**src/rtl/cal_pkg.sv**
```systemverilog
`default_nettype none
// ============================================================================
// Module : cal_pkg
// Desc   : Shared types and helpers for the offset-calibration sequencer.
// Rev    : 1.0  initial release
// ============================================================================
package cal_pkg;

    localparam int DEFAULT_W = 24;
    localparam int MAX_CH    = 16;

    typedef enum logic [2:0] {
        ST_IDLE   = 3'd0,
        ST_SETTLE = 3'd1,
        ST_ARM    = 3'd2,
        ST_WAIT   = 3'd3,
        ST_NEXT   = 3'd4,
        ST_FIN    = 3'd5
    } cal_state_t;

    typedef struct packed {
        logic       found;
        logic [3:0] idx;
    } bit_sel_t;

    // Lowest set bit of mask at or above index 'from'.
    function automatic bit_sel_t next_set_bit(input logic [MAX_CH-1:0] mask,
                                              input logic [4:0]        from);
        bit_sel_t res;
        res.found = 1'b0;
        res.idx   = 4'd0;
        for (int i = MAX_CH - 1; i >= 0; i--) begin
            if (mask[i] && (5'(i) >= from)) begin
                res.found = 1'b1;
                res.idx   = 4'(i);
            end
        end
        return res;
    endfunction

endpackage
`default_nettype wire

```
**src/rtl/cal_offset_seq_if.sv**
```systemverilog
`default_nettype none
// ============================================================================
// Module : cal_offset_seq_if
// Desc   : Handshake bus between the calibration sequencer and the averager.
// Rev    : 1.0  initial release
// ============================================================================
interface cal_offset_seq_if #(
    parameter int W = 24
) ();
    logic         avg_start;
    logic [W-1:0] avg_din;
    logic         avg_din_valid;
    logic         avg_busy;
    logic         avg_done;
    logic [W-1:0] avg_offset;

    modport master (
        output avg_start, avg_din, avg_din_valid,
        input  avg_busy, avg_done, avg_offset
    );

    modport slave (
        input  avg_start, avg_din, avg_din_valid,
        output avg_busy, avg_done, avg_offset
    );
endinterface
`default_nettype wire

```
**src/rtl/cal_ch_mux.sv**
```systemverilog
`default_nettype none
// ============================================================================
// Module : cal_ch_mux
// Desc   : NCH:1 sample/strobe selector, forced to zero when not enabled.
// Rev    : 1.0  initial release
// ============================================================================
module cal_ch_mux #(
    parameter int W   = 24,
    parameter int NCH = 4,
    parameter int CW  = 2
) (
    input  wire [NCH*W-1:0] i_din,
    input  wire [NCH-1:0]   i_din_valid,
    input  wire [CW-1:0]    i_sel,
    input  wire             i_en,
    output logic [W-1:0]    o_dout,
    output logic            o_dout_valid
);

    always_comb begin
        o_dout       = '0;
        o_dout_valid = 1'b0;
        if (i_en) begin
            o_dout       = i_din[i_sel*W +: W];
            o_dout_valid = i_din_valid[i_sel];
        end
    end

endmodule
`default_nettype wire

```
**src/rtl/cal_offset_seq.sv**
```systemverilog
`default_nettype none
// ============================================================================
// Module : cal_offset_seq
// Desc   : Sweeps enabled channels through settle / average / store, filling
//          a per-channel offset bank.
// Rev    : 1.0  initial release
// ============================================================================
module cal_offset_seq
    import cal_pkg::*;
#(
    parameter int W              = DEFAULT_W,
    parameter int NCH            = 4,
    parameter int SETTLE_SAMPLES = 16,
    parameter int TIMEOUT_CYCLES = 65535,
    parameter int CW             = $clog2(NCH)
) (
    input  wire              clk,
    input  wire              rst_n,
    input  wire              cal_req,
    input  wire              abort,
    input  wire  [NCH-1:0]   ch_mask,
    input  wire  [NCH*W-1:0] din,
    input  wire  [NCH-1:0]   din_valid,
    cal_offset_seq_if.master avg,
    output logic             cal_mode,
    output logic [CW-1:0]    cur_ch,
    output logic             busy,
    output logic             done,
    output logic             err,
    output logic             err_sticky,
    output logic [NCH*W-1:0] ofs_bank,
    output logic [NCH-1:0]   ofs_valid
);

    localparam int c_cnt_max = (SETTLE_SAMPLES > TIMEOUT_CYCLES) ? SETTLE_SAMPLES : TIMEOUT_CYCLES;
    localparam int c_cntw    = $clog2(c_cnt_max + 1);
    localparam logic [c_cntw-1:0] c_settle_load  = c_cntw'(SETTLE_SAMPLES - 1);
    localparam logic [c_cntw-1:0] c_timeout_load = c_cntw'(TIMEOUT_CYCLES - 1);

    cal_state_t        r_state;
    logic [NCH-1:0]    r_mask;
    logic [CW-1:0]     r_cur_ch;
    logic [c_cntw-1:0] r_cnt;
    logic              r_avg_start;
    logic              r_cal_mode;
    logic              r_busy;
    logic              r_done;
    logic              r_err;
    logic              r_err_sticky;
    logic [NCH*W-1:0]  r_ofs_bank;
    logic [NCH-1:0]    r_ofs_valid;

    logic              w_in_wait;
    logic              w_cur_valid;
    logic [W-1:0]      w_avg_din;
    logic              w_avg_din_valid;
    bit_sel_t          w_first;
    bit_sel_t          w_next;

    assign w_in_wait   = (r_state == ST_WAIT);
    assign w_cur_valid = din_valid[r_cur_ch];
    assign w_first     = next_set_bit(MAX_CH'(ch_mask), 5'd0);
    assign w_next      = next_set_bit(MAX_CH'(r_mask), 5'(r_cur_ch) + 5'd1);

    cal_ch_mux #(
        .W   (W),
        .NCH (NCH),
        .CW  (CW)
    ) u_ch_mux (
        .i_din        (din),
        .i_din_valid  (din_valid),
        .i_sel        (r_cur_ch),
        .i_en         (w_in_wait),
        .o_dout       (w_avg_din),
        .o_dout_valid (w_avg_din_valid)
    );

    // One down-counter serves both settle sample counting and the done timeout.
    always_ff @(posedge clk or negedge rst_n) begin
        if (!rst_n) begin
            r_state      <= ST_IDLE;
            r_mask       <= '0;
            r_cur_ch     <= '0;
            r_cnt        <= '0;
            r_avg_start  <= 1'b0;
            r_cal_mode   <= 1'b0;
            r_busy       <= 1'b0;
            r_done       <= 1'b0;
            r_err        <= 1'b0;
            r_err_sticky <= 1'b0;
            r_ofs_bank   <= '0;
            r_ofs_valid  <= '0;
        end else begin
            r_avg_start <= 1'b0;
            r_done      <= 1'b0;
            r_err       <= 1'b0;
            if (abort && (r_state != ST_IDLE)) begin
                r_state    <= ST_IDLE;
                r_busy     <= 1'b0;
                r_cal_mode <= 1'b0;
            end else begin
                case (r_state)
                    ST_IDLE: begin
                        if (cal_req) begin
                            if (ch_mask != '0) begin
                                r_mask       <= ch_mask;
                                r_cur_ch     <= CW'(w_first.idx);
                                r_ofs_valid  <= r_ofs_valid & ~ch_mask;
                                r_err_sticky <= 1'b0;
                                r_busy       <= 1'b1;
                                r_cal_mode   <= 1'b1;
                                r_cnt        <= c_settle_load;
                                r_state      <= ST_SETTLE;
                            end else begin
                                r_done <= 1'b1;
                            end
                        end
                    end
                    ST_SETTLE: begin
                        if (w_cur_valid) begin
                            if (r_cnt == '0) r_state <= ST_ARM;
                            else             r_cnt   <= r_cnt - 1'b1;
                        end
                    end
                    ST_ARM: begin
                        if (!avg.avg_busy) begin
                            r_avg_start <= 1'b1;
                            r_cnt       <= c_timeout_load;
                            r_state     <= ST_WAIT;
                        end
                    end
                    ST_WAIT: begin
                        if (avg.avg_done) begin
                            r_ofs_bank[r_cur_ch*W +: W] <= avg.avg_offset;
                            r_ofs_valid[r_cur_ch]       <= 1'b1;
                            r_state                     <= ST_NEXT;
                        end else if (r_cnt == '0) begin
                            r_err        <= 1'b1;
                            r_err_sticky <= 1'b1;
                            r_state      <= ST_NEXT;
                        end else begin
                            r_cnt <= r_cnt - 1'b1;
                        end
                    end
                    ST_NEXT: begin
                        if (w_next.found) begin
                            r_cur_ch <= CW'(w_next.idx);
                            r_cnt    <= c_settle_load;
                            r_state  <= ST_SETTLE;
                        end else begin
                            r_busy     <= 1'b0;
                            r_cal_mode <= 1'b0;
                            r_done     <= 1'b1;
                            r_state    <= ST_FIN;
                        end
                    end
                    ST_FIN:  r_state <= ST_IDLE;
                    default: r_state <= ST_IDLE;
                endcase
            end
        end
    end

    assign avg.avg_start     = r_avg_start;
    assign avg.avg_din       = w_avg_din;
    assign avg.avg_din_valid = w_avg_din_valid;
    assign cal_mode          = r_cal_mode;
    assign cur_ch            = r_cur_ch;
    assign busy              = r_busy;
    assign done              = r_done;
    assign err               = r_err;
    assign err_sticky        = r_err_sticky;
    assign ofs_bank          = r_ofs_bank;
    assign ofs_valid         = r_ofs_valid;

endmodule
`default_nettype wire

```
**src/flat_wrapper.sv**
```systemverilog
// flat-port wrapper written by rule: the top's interface ports become plain ports
module cal_offset_seq_flat import cal_pkg::*;
#(
    parameter int W              = DEFAULT_W,
    parameter int NCH            = 4,
    parameter int SETTLE_SAMPLES = 16,
    parameter int TIMEOUT_CYCLES = 65535,
    parameter int CW             = $clog2(NCH)
)
  (clk, rst_n, cal_req, abort, ch_mask, din, din_valid, cal_mode, cur_ch, busy, done, err, err_sticky, ofs_bank, ofs_valid, avg_avg_start, avg_avg_din, avg_avg_din_valid, avg_avg_busy, avg_avg_done, avg_avg_offset);
  cal_offset_seq_if #(.W(W)) avg_i ();
  input  wire clk;
  input  wire rst_n;
  input  wire cal_req;
  input  wire abort;
  input  wire  [NCH-1:0] ch_mask;
  input  wire  [NCH*W-1:0] din;
  input  wire  [NCH-1:0] din_valid;
  output logic cal_mode;
  output logic [CW-1:0] cur_ch;
  output logic busy;
  output logic done;
  output logic err;
  output logic err_sticky;
  output logic [NCH*W-1:0] ofs_bank;
  output logic [NCH-1:0] ofs_valid;
  output wire logic [$bits(avg_i.avg_start)-1:0] avg_avg_start;
  output wire logic [$bits(avg_i.avg_din)-1:0] avg_avg_din;
  output wire logic [$bits(avg_i.avg_din_valid)-1:0] avg_avg_din_valid;
  input wire logic [$bits(avg_i.avg_busy)-1:0] avg_avg_busy;
  input wire logic [$bits(avg_i.avg_done)-1:0] avg_avg_done;
  input wire logic [$bits(avg_i.avg_offset)-1:0] avg_avg_offset;
  assign avg_avg_start = avg_i.avg_start;
  assign avg_avg_din = avg_i.avg_din;
  assign avg_avg_din_valid = avg_i.avg_din_valid;
  assign avg_i.avg_busy = avg_avg_busy;
  assign avg_i.avg_done = avg_avg_done;
  assign avg_i.avg_offset = avg_avg_offset;
  cal_offset_seq #(.W(W), .NCH(NCH), .SETTLE_SAMPLES(SETTLE_SAMPLES), .TIMEOUT_CYCLES(TIMEOUT_CYCLES), .CW(CW)) u_core (.clk(clk), .rst_n(rst_n), .cal_req(cal_req), .abort(abort), .ch_mask(ch_mask), .din(din), .din_valid(din_valid), .avg(avg_i), .cal_mode(cal_mode), .cur_ch(cur_ch), .busy(busy), .done(done), .err(err), .err_sticky(err_sticky), .ofs_bank(ofs_bank), .ofs_valid(ofs_valid));
endmodule
```
**config.mk**
```make
export PLATFORM = sky130hd
export DESIGN_NAME = cal_offset_seq_flat
export DESIGN_NICKNAME = d
export VERILOG_FILES = /design/src/rtl/cal_pkg.sv /design/src/rtl/cal_offset_seq_if.sv /design/src/rtl/cal_ch_mux.sv /design/src/rtl/cal_offset_seq.sv /design/src/flat_wrapper.sv
export SDC_FILE = /design/constraint.sdc
export NUM_CORES = 1
export LEC_CHECK = 0
export BUFFER_PORTS_ARGS = -buffer_cell sky130_fd_sc_hd__buf_2
export CAP_MARGIN = 20
export CORE_MARGIN = 2
export CORE_UTILIZATION = 51
export CTS_BUF_LIST = sky130_fd_sc_hd__clkbuf_8
export CTS_CLUSTER_DIAMETER = 50
export DETAILED_ROUTE_END_ITERATION = 16
export PLACE_DENSITY = 0.8
export REMOVE_ABC_BUFFERS = 1
export SLEW_MARGIN = 20
export SYNTH_ARGS = -nofsm -noshare
export SYNTH_HDL_FRONTEND = slang
export SYNTH_SLANG_ARGS = --single-unit
```
**constraint.sdc**
```tcl
create_clock -name clk -period 3.9 [get_ports clk]
set_clock_uncertainty 0.05 [all_clocks]
set_input_delay 0.78 -clock clk [delete_from_list [all_inputs] [get_ports clk]]
set_output_delay 0.78 -clock clk [all_outputs]
set_load 0.02 [all_outputs]
```
==> results <==
- For this block, the via count after detailed routing is 6,990.
- The count of unique library cells instantiated by Yosys is 56.
- The analysis attributes to net switching a power of between 2 and 3 mW.
- Power spread over the standard cell area amounts to 683 nW/µm².
- The total core area is 13,800 µm².
- The total DRC errors in the routed layout is 0.
- The share of synthesized registers carrying an async set or reset is 100%.
- The share of total power dissipated in combinational logic is 51.6%.
- The worst setup path startpoint is u_core.cur_ch[0].
- The critical path goes through buf_4 -> mux4_2 -> nor2b_1 -> buf_2.
- The H-tree was split into 4 levels.
- The number of placement rows is 43.
- The highest routed metal layer is met5.
- The peak clock frequency supported by timing is approximately 320 MHz.
- The flow ran to the end, and the final reports show no timing, DRC or antenna violations.
- Using the TritonRoute via totals, the vias-per-cell ratio works out to 5.85.
- The power share of the sequential group is between 20% and 30%.
- The maximum clock insertion buffer count is 2.
- The die covers between 10,000 and 15,000 µm².
- The clock latency reported for the late side of the worst-skew pair is 0.43 ns.
- The buffer count from post-CTS setup fixing is 0.
- The post-route netlist has 34.4% of its cells at a drive strength greater than 1.
- In the layout the commonest cells are 265 x sky130_fd_sc_hd__buf_2, 141 x sky130_fd_sc_hd__nand2_1, 129 x sky130_fd_sc_hd__dfrtp_1.
- During synthesis, Yosys emitted a total of 0 warnings.
- The worst ir drop on vdd is 0.324 mV.
- From left edge to right edge, the die measures 122 µm.
- The critical path start-end classification is flip-flop to output port.
- Data on the critical path is required at its endpoint by 3.07 ns.
- The top cell type by area accounts for between 40% and 50% of the synthesized area.
- The final count of pins violating max slew is 0.
- After detailed routing, the met3 layer carries 2.42 mm of wire.
- The total power of the final layout is slightly above 6 mW.
- The detailed-route wire length is 23.3 mm.
- The number of setup violations in the final report is 0.
- After layout, the worst setup slack is 0.813 ns.
- The pin count of the biggest net entering global routing is 49.
- The worst register-to-register path has a depth of 8.
- The routed design uses 9.98 mm of met2 wire.
- At the pin with the least slew margin, the transition time is 0.890 ns.
- Of all nets on the critical path, the largest fanout is 30.
- Fill cells in the final layout number 1,173.
- STA classifies the critical path startpoint as a flip-flop.
- Clock-pin slew was measured on the worst setup and hold paths at ~0.090 ns.
- The cell with the biggest individual delay on the critical path is sky130_fd_sc_hd__mux4_2.
- Sorting the synthesized cells by area gives the leading types as sky130_fd_sc_hd__dfrtp_1 45%, sky130_fd_sc_hd__mux4_2 7.9%, sky130_fd_sc_hd__nand2_1 7.4%.
- Measured against its own limit, the worst slew margin works out to 40.7%.
- For the final routed database, the setup TNS stands at 0 ns.
- The clock period minus worst slack is 3.09 ns.
- In this run the count of I/O pins placed on the die edge is 267.
- Summed over all cells, the static leakage comes to 4.48 nW.
- For this run, the register share of the synthesized area comes to 45.5%.
- The part of the total power dissipated in the clock network is a little under a fifth.
- In this design, the stage delay of the slowest critical-path cell is 0.62 ns.
- Relative to the synthesized area, the layout overhead comes to 26.0%.
- The count of nets left with antenna violations once routing finished came out at 0.
- The half-perimeter wire length after detailed placement is around 18 mm.
- The number of clock sinks seen by CTS is 130.
- The sum of routed wire segments on met1 is 10.4 mm.
- For this run the aggregate overflow at the end of global routing stands at 0.
- In the final routed layout, each cell accounts on average for 19.5 µm.
- The worst reg2reg path startpoint is u_core.cur_ch[0].
- Counting flops and latches in the post-synthesis netlist gives 130.
- The first global-routing pass estimated 35.7 mm of wire.
- Of the total power, the share spent switching nets is 45.1%.
- The TritonCTS clock tree is built.
- The arrival time of data at the critical path endpoint is ~2.3 ns.
- Setup repair after global routing left no endpoint under its margin.
- The final hold violation count was 0.
- In this run, CTS created clock tree buffers numbering 17.
- The summed instance area of the synthesized netlist is 7160 µm².
- Global routing used between 30% and 40% of the available tracks across all layers.
- For this design, the CTS-stage hold fixing added 0 buffers.
- The number of antenna violations at the first check in global routing is 3.
- The congestion estimate from routability-driven global placement came to 0.991.
- The most frequently used flop master after synthesis is sky130_fd_sc_hd__dfrtp_1.
- The reg-to-reg critical path endpoint is u_core.r_cnt[3].
- The dominant cell type by area after synthesis is sky130_fd_sc_hd__dfrtp_1.
- The commonest non-fill, non-tap cell in the layout is sky130_fd_sc_hd__buf_2.
- A synthesized cell averages 9.47 µm².
- The die is approximately 120 µm tall.
- The effective utilization at floorplan is ~52%.
- After layout, the worst path uses about four fifths of the clock period.
- OpenSTA, run right after detailed placement, puts the worst setup slack at 0.708 ns.
- The via count of the first global-routing pass is 6,441.
- In this run the tool buffered the top-level ports with 266 buffer cells.
- Post-CTS repair changed the size of 0 cells.
- The reg-to-reg setup timing slack is 0.92 ns.
- Synthesis produced a netlist whose cell count is 756.
- The total internal power is 3.38 mW.
- The worst setup path is captured at an output port.
- The tool flagged a number of max-cap violations equal to 0.
- The worst hold path belongs to the class input port to async pin.
- The final layout contains approximately 1,100 nets.
- The number of enable-type register cells in the synthesized netlist is 0.
- The first TritonRoute pass finished after 6 iterations.
- In this run, the number of DRC markers left after iteration 0 of detailed routing was 672.
- The cell at the root of the clock tree is sky130_fd_sc_hd__clkbuf_8.
[layout make-up]
cell class / instances / area (µm²) / area share [%]
clock inverters: 15 / 173 / 1.92
clock buffers: 17 / 234 / 2.60
flip-flops and latches: 130 / 3260 / 36.1
repair buffers: 283 / 1460 / 16.2
multi-input cells: 556 / 3620 / 40.1
inverters: 11 / 41.3 / 0.458
well taps: 180 / 225 / 2.50
diodes: 2 / 5.00 / 0.0555
[routing by layer]
layer / global-route usage [%] / vias up
li1: - / 3231
met1: 47.1 / 3363
met2: 42.7 / 349
met3: 10.0 / 45
met4: 8.98 / 2
met5: 4.86 / -
[per-stage QoR]
| stage | instance area (µm²) | util (%) | hold WS [ns] | cells |
|---|---|---|---|---|
| finish | 9010 | 65.4 | 0.294 | 1194 |
| global placement | 8600 | 62.5 | 0.407 | 1160 |
| floorplan | 6910 | - | 0.388 | 697 |
| CTS | 9010 | 65.4 | 0.298 | 1192 |
| global route | 9010 | 65.4 | 0.333 | 1194 |
| detailed placement | 8600 | 62.5 | 0.416 | 1160 |
[worst max-delay path: cells and delay by family, from the launching register on]
kind,cells,cell delay [ns]
buffers and inverters,2,0.62
AND/OR/NAND/NOR,1,0.15
flip-flops,1,0.42
multiplexers,1,0.62
[cells in the mapped netlist (3+ instances only)]
master                     count
sky130_fd_sc_hd__nor2_1       40
sky130_fd_sc_hd__o211ai_1      7
sky130_fd_sc_hd__and3_1        7
sky130_fd_sc_hd__ha_1          9
sky130_fd_sc_hd__buf_2         3
sky130_fd_sc_hd__buf_1         7
sky130_fd_sc_hd__o31ai_1      20
sky130_fd_sc_hd__nor2b_1      30
sky130_fd_sc_hd__clkbuf_1     46
sky130_fd_sc_hd__nand2_1     141
sky130_fd_sc_hd__nand3_1       9
sky130_fd_sc_hd__a22o_1       27
sky130_fd_sc_hd__inv_1        11
sky130_fd_sc_hd__nor3_1       14
sky130_fd_sc_hd__dfrtp_1     130
sky130_fd_sc_hd__mux2i_1      19
sky130_fd_sc_hd__nor4_1        4
sky130_fd_sc_hd__a22oi_1      31
sky130_fd_sc_hd__mux4_2       25
sky130_fd_sc_hd__o21ai_0      92
sky130_fd_sc_hd__a21oi_1      29
sky130_fd_sc_hd__a31oi_1       7
[power groups by stage]
| stage | logic [mW] | clock network (mW) | registers, mW |
|---|---|---|---|
| 2_1_floorplan | 1.86 | 0 | 2.12 |
| 3_3_place_gp | 3.08 | 0 | 1.82 |
| 3_5_place_dp | 3.14 | 0 | 1.82 |
| 4_1_cts | 3.15 | 1.19 | 1.80 |
| 5_1_grt | 3.46 | 1.26 | 1.84 |
| 6_report | 3.18 | 1.18 | 1.80 |
[kinds of logic (layout without fill, tap and decap cells)]
kind of cell               after synthesis  in the layout  synth area share, %
adders and majority gates               10             10                 1.71
AOI/OAI and AO/OA                      232            232                 20.7
buffers and inverters                   70            326                 3.99
xor gates and xnor gates                 4              4                0.490
other                                    0              2                    0
muxes                                   45             45                 10.7
and+or+nand+nor                        265            265                 16.9
DFF                                    130            130                 45.5
[flip-flops by register name, indices dropped and copies added (netlist names)]
signal                count
u_core.err                1
u_core.ofs_valid          4
u_core.r_state            3
u_core.avg.avg_start      1
u_core.r_mask             4
u_core.ofs_bank          96
u_core.err_sticky         1
u_core.done               1
u_core.cal_mode           1
u_core.r_cnt             16
u_core.cur_ch             2
[worst max path at each step]
| stage | to | slack, ns | cells past startpoint |
|---|---|---|---|
| 2_1_floorplan | u_core.r_cnt[3] | -1.97 | 7 |
| 3_3_place_gp | u_core.ofs_bank[46] | 0.81 | 7 |
| 3_5_place_dp | u_core.ofs_bank[43] | 0.71 | 7 |
| 4_1_cts | avg_avg_din_valid | 0.77 | 4 |
| 5_1_grt | u_core.r_cnt[9] | 0.67 | 9 |
| 6_report | avg_avg_din_valid | 0.81 | 4 |
No activity file was read; power rests on OpenSTA's default activity.
